## config.mk

```make
export PLATFORM = sky130hd
export DESIGN_NAME = dds_strobe_fifo
export DESIGN_NICKNAME = d
export VERILOG_FILES = /design/src/rtl/dds_pkg.sv /design/src/rtl/dds_strobe_ram.sv /design/src/rtl/dds_strobe_fifo.sv
export SDC_FILE = /design/constraint.sdc
export NUM_CORES = 1
export LEC_CHECK = 0
export CAP_MARGIN = 40
export CORE_UTILIZATION = 39
export CTS_BUF_LIST = sky130_fd_sc_hd__clkbuf_8
export DETAILED_ROUTE_END_ITERATION = 10
export SETUP_SLACK_MARGIN = 0.15
export SLEW_MARGIN = 20
export SYNTH_ARGS = -nofsm -noshare
export SYNTH_HDL_FRONTEND = slang
export SYNTH_SLANG_ARGS = --single-unit
```

## constraint.sdc

```tcl
create_clock -name clk -period 6.15 [get_ports clk]
set_input_delay 0.9225 -clock clk [delete_from_list [all_inputs] [get_ports clk]]
set_output_delay 0.9225 -clock clk [all_outputs]
set_load 0.005 [all_outputs]
```

## src/rtl/dds_pkg.sv

```systemverilog
// Shared types for the DDS strobe FIFO slice.
// State enum, stats width and a saturating increment helper.
package dds_pkg;

  typedef enum logic {
    ST_PREFILL = 1'b0,
    ST_RUN     = 1'b1
  } state_t;

  localparam int STAT_W = 16;

  function automatic logic [STAT_W-1:0] sat_inc(
    input logic [STAT_W-1:0] v
  );
    return (&v) ? v : v + 1'b1;
  endfunction

endpackage

```

## src/rtl/dds_strobe_ram.sv

```systemverilog
// DEPTH x DW sample store for the DDS strobe FIFO.
// Synchronous write port, asynchronous read port.
module dds_strobe_ram #(
  parameter  int DW    = 8,
  parameter  int DEPTH = 8,
  localparam int AW    = $clog2(DEPTH)
) (
  input  logic          clk,
  input  logic          we,
  input  logic [AW-1:0] waddr,
  input  logic [DW-1:0] wdata,
  input  logic [AW-1:0] raddr,
  output logic [DW-1:0] rdata
);

  logic [DW-1:0] mem [DEPTH];

  always_ff @(posedge clk) begin
    if (we) mem[waddr] <= wdata;
  end

  assign rdata = mem[raddr];

endmodule

```

## src/rtl/dds_strobe_fifo.sv

```systemverilog
// Sample FIFO drained by a fractional-rate DDS strobe.
// Optional DDS_STROBE_STATS_EN adds strobe/underrun counters.
module dds_strobe_fifo
  import dds_pkg::*;
#(
  parameter  int DW      = 8,
  parameter  int DEPTH   = 8,
  parameter  int PREFILL = 4,
  localparam int AW      = $clog2(DEPTH)
) (
  input  logic          clk,
  input  logic          rst,
  input  logic          enable,
  input  logic          in_valid,
  output logic          in_ready,
  input  logic [DW-1:0] in_data,
  output logic          out_valid,
  output logic [DW-1:0] out_data,
  output logic [AW:0]   level,
  output logic          running,
  output logic          underrun
`ifdef DDS_STROBE_STATS_EN
  ,
  output logic [STAT_W-1:0] stat_strobes,
  output logic [STAT_W-1:0] stat_underruns
`endif
);

  localparam logic [AW:0] FULL_LVL = DEPTH[AW:0];
  localparam logic [AW:0] PF_LVL   = PREFILL[AW:0];

  state_t        state;
  logic [AW-1:0] wr_ptr;
  logic [AW-1:0] rd_ptr;
  logic [AW:0]   count;
  logic [DW-1:0] head;
  logic          wr;
  logic          strobe;
  logic          rd;
  logic          urun;

  assign in_ready = (count != FULL_LVL);
  assign wr       = in_valid && in_ready;
  assign strobe   = (state == ST_RUN) && enable;
  assign rd       = strobe && (count != '0);
  assign urun     = strobe && (count == '0);
  assign level    = count;
  assign running  = (state == ST_RUN);

  dds_strobe_ram #(
    .DW    (DW),
    .DEPTH (DEPTH)
  ) u_ram (
    .clk   (clk),
    .we    (wr),
    .waddr (wr_ptr),
    .wdata (in_data),
    .raddr (rd_ptr),
    .rdata (head)
  );

  always_ff @(posedge clk or negedge rst) begin
    if (!rst) begin
      wr_ptr <= '0;
      rd_ptr <= '0;
      count  <= '0;
    end else begin
      if (wr) wr_ptr <= wr_ptr + 1'b1;
      if (rd) rd_ptr <= rd_ptr + 1'b1;
      case ({wr, rd})
        2'b10:   count <= count + 1'b1;
        2'b01:   count <= count - 1'b1;
        default: count <= count;
      endcase
    end
  end

  // An empty strobe in RUN drops back to PREFILL to rebuild slack.
  always_ff @(posedge clk or negedge rst) begin
    if (!rst) begin
      state <= ST_PREFILL;
    end else begin
      unique case (1'b1)
        state == ST_PREFILL:
          if (count >= PF_LVL) state <= ST_RUN;
        state == ST_RUN:
          if (urun) state <= ST_PREFILL;
        default:
          state <= ST_PREFILL;
      endcase
    end
  end

  always_ff @(posedge clk or negedge rst) begin
    if (!rst) begin
      out_valid <= 1'b0;
      out_data  <= '0;
      underrun  <= 1'b0;
    end else begin
      out_valid <= rd;
      underrun  <= urun;
      if (rd) out_data <= head;
    end
  end

`ifdef DDS_STROBE_STATS_EN
  always_ff @(posedge clk or negedge rst) begin
    if (!rst) begin
      stat_strobes   <= '0;
      stat_underruns <= '0;
    end else begin
      if (strobe) stat_strobes <= sat_inc(stat_strobes);
      if (urun) stat_underruns <= sat_inc(stat_underruns);
    end
  end
`endif

endmodule

```

==> run metrics <==
status finished clean; worst endpoint data arrival time 3.21 ns; Hold EP out_data[2]; unrepaired setup endpoints after global routing no; EDFF count, synth 64; highest metal used met4; Buffers on Ports 27; worst setup path startpoint enable; Max Cap Violations 0; vias in the first global route 1797; Filler Cells Inserted 746; CTS tree built; critical path type in -> reg; WL final 6320 um; Worst-Margin Slew 0.770 ns; Synth Net Count 235; VDD IR max 220 uV; DRC violations left 0; worst reg2reg startpoint level[2]; layout cells sized above 1 14.0%; WL met2 3010 um; grt total ovfl 0; Placed Cells incl. Taps 350; YS warnings 0; Final Wtd Congestion 0.697; Worst R2R Path Depth 9; crit path max fanout 10; synthesized area 3440 um2; DR vias 1905; most frequent cells after synthesis 64 x edfxtp_1, 33 x mux2i_1, 21 x dfrtp_1; post-synth cell types 28; 1st-pass router iterations 4; Synth area leaders edfxtp_1 56%, dfrtp_1 15%, mux2i_1 9.6%; CTS root buf clkbuf_8; # H-tree levels 3; endpoints failing hold 0; mux share of post-synthesis cell area 10.7%; IO Pins 28; first-pass GRT wire length 9920 um; post-CTS sizing 0; GRT Resource Usage Total 15.4%; initial antenna violation count 0; WHS 0.526 ns; adder-cell share of the synthesized area 1.82%; Num CTS Buffers 9; clock-pin slew on the worst setup and hold paths 0.09 ns; leading area contributor after synthesis edfxtp_1; CP Data Required Time 6.38 ns; XOR/XNOR Fraction of Synth Area 2.04%; Clk Latency, worst-skew pair 0.35 ns; Final Slew Violations 0; fin area 4110 um2; clk sink count 85; Leakage 0.00153 uW; main combinational cell family by area after synthesis multiplexers; f_max 0.335 GHz; met3 routed WL 209 um; vias per cell 5.16; DRT iter0 DRCs 103; Post-synth top flop edfxtp_1; Avg Inst Size Synth 15.8 um2; final cell count without fillers 369; Die Area 9200 um2; Setup TNS 0 ns; Die H 95.9 um; count leader, synth edfxtp_1; Area growth syn-to-layout 19.4%; Rows 33; clk buf depth 2; final critical-path share of the clock period 48.5%; Placed Instance Area 3880 um2; hold crit path type reg -> reg; hold_buf cts 0; Synth Area in Simple Gates 7.97%; worst hold path startpoint out_data[2]; ant diodes 0; Seq/Total Area, Yosys 71.2%; Worst R2R End level[2]; met1 WL 3070 um; Final setup violation count 0; core area 8380 um2; hpwl dp 4240 um; Die Width 95.9 um; minimum clock period 2.98 ns; r2r setup slk 3.55 ns; post-synth top area share 55.9%; pwr dens 454 nW/um2; Synth Instances 218; Compound-Gate Fraction of Synth Area 5.09%; nature of the critical path endpoint flop; Worst Skew 0.0113 ns; Final #Nets 276; max_slew headroom 48.6%; post-CTS setup-driven buffer insertion count 0; hold path cells 2; asr flop ratio synth 24.7%; Initial Util 41.0%; WL/cell 17.1 um; crit path launch type input port; Final ANT Viol Nets 0; largest net degree at the start of global routing 35; #FFs+latches synth 85
==> cell families (layout without fill, tap and decap cells) <==
kind of cell | Yosys count | in the layout
flops | 85 | 85
buf+inv | 8 | 54
compound gates | 27 | 27
simple gates | 49 | 49
mux | 36 | 36
fa+ha+maj | 5 | 5
xor+xnor | 8 | 8
==> cell usage in the layout (no fill, tap or decap) <==
| master | n |
|---|---|
| a21oi_1 | 2 |
| a22oi_1 | 16 |
| and2_1 | 1 |
| and4bb_2 | 1 |
| buf_4 | 10 |
| buf_8 | 1 |
| bufinv_16 | 1 |
| clkbuf_8 | 9 |
| clkdlybuf4s50_1 | 27 |
| clkinv_4 | 1 |
| clkinvlp_4 | 2 |
| dfrtp_1 | 21 |
| edfxtp_1 | 64 |
| ha_1 | 5 |
| inv_6 | 2 |
| inv_8 | 1 |
| mux2_2 | 2 |
| mux2_4 | 1 |
| mux2i_1 | 33 |
| nand2_1 | 13 |
| nand2_4 | 1 |
| nand2b_1 | 2 |
| nand3_1 | 10 |
| nand3b_1 | 1 |
| nor2_1 | 10 |
| nor2b_1 | 3 |
| nor3_1 | 1 |
| nor3_2 | 2 |
| nor4_4 | 1 |
| nor4bb_1 | 1 |
| o21ai_0 | 9 |
| or2_4 | 1 |
| or4b_4 | 1 |
| xnor2_1 | 3 |
| xor2_1 | 5 |
==> routing by layer <==
| metal | GRT usage (%) | vias to the layer above |
|---|---|---|
| met1 | 20.5 | 955 |
| met5 | 0 | - |
| met4 | 5.22 | 0 |
| met2 | 23.7 | 35 |
| li1 | - | 913 |
| met3 | 5.21 | 2 |
==> worst max-delay path, stage by stage <==
cell and delay (ns):
clkdlybuf4s50_1 0.45, nand2_1 0.17, nor2_1 0.52, ha_1 0.35, xor2_1 0.10, ha_1 0.19
a21oi_1 0.15, xor2_1 0.15, nor2_1 0.06, xor2_1 0.14
==> worst max-delay path by stage <==
stage                    end  slack (ns)  cells after the start
detailed placement  level[2]        2.80                     10
finish              level[2]        3.17                     10
CTS                 level[2]        3.16                     10
global placement    level[2]        2.50                     10
global route        level[2]        3.00                     10
floorplan           level[2]        3.58                     10
==> stage by stage <==
step / utilization [%] / power, uW / setup slack (ns)
after global routing: 49.0 / 1980 / 3.00
after global placement: 45.5 / 1450 / 2.50
after CTS: 48.7 / 1880 / 3.16
after floorplan: - / 1240 / 3.58
final: 49.0 / 1860 / 3.17
after detailed placement: 46.2 / 1480 / 2.80
==> area by class of cell <==
cell class / count / area (um2) / area share (%)
Sequential cell: 85 / 2450 / 59.6
Multi-Input combinational cell: 125 / 960 / 23.4
Timing Repair Buffer: 38 / 360 / 8.78
Tap cell: 105 / 131 / 3.20
Clock buffer: 9 / 124 / 3.02
Clock inverter: 7 / 82.6 / 2.01
==> flip-flops by register name, summed over array words and instances, names as in the netlist <==
register,cells
wr_ptr,3
out_data,8
u_ram.mem,64
level,4
out_valid,1
underrun,1
running,1
rd_ptr,3
==> where the power goes <==
| part | total (uW) | switching, uW | internal [uW] |
|---|---|---|---|
| registers | 837 | 87.4 | 750 |
| clock network | 398 | 204 | 194 |
| logic | 630 | 325 | 305 |
| total | 1860 | 616 | 1250 |
Note: power is estimated with default switching activity, not from simulation.
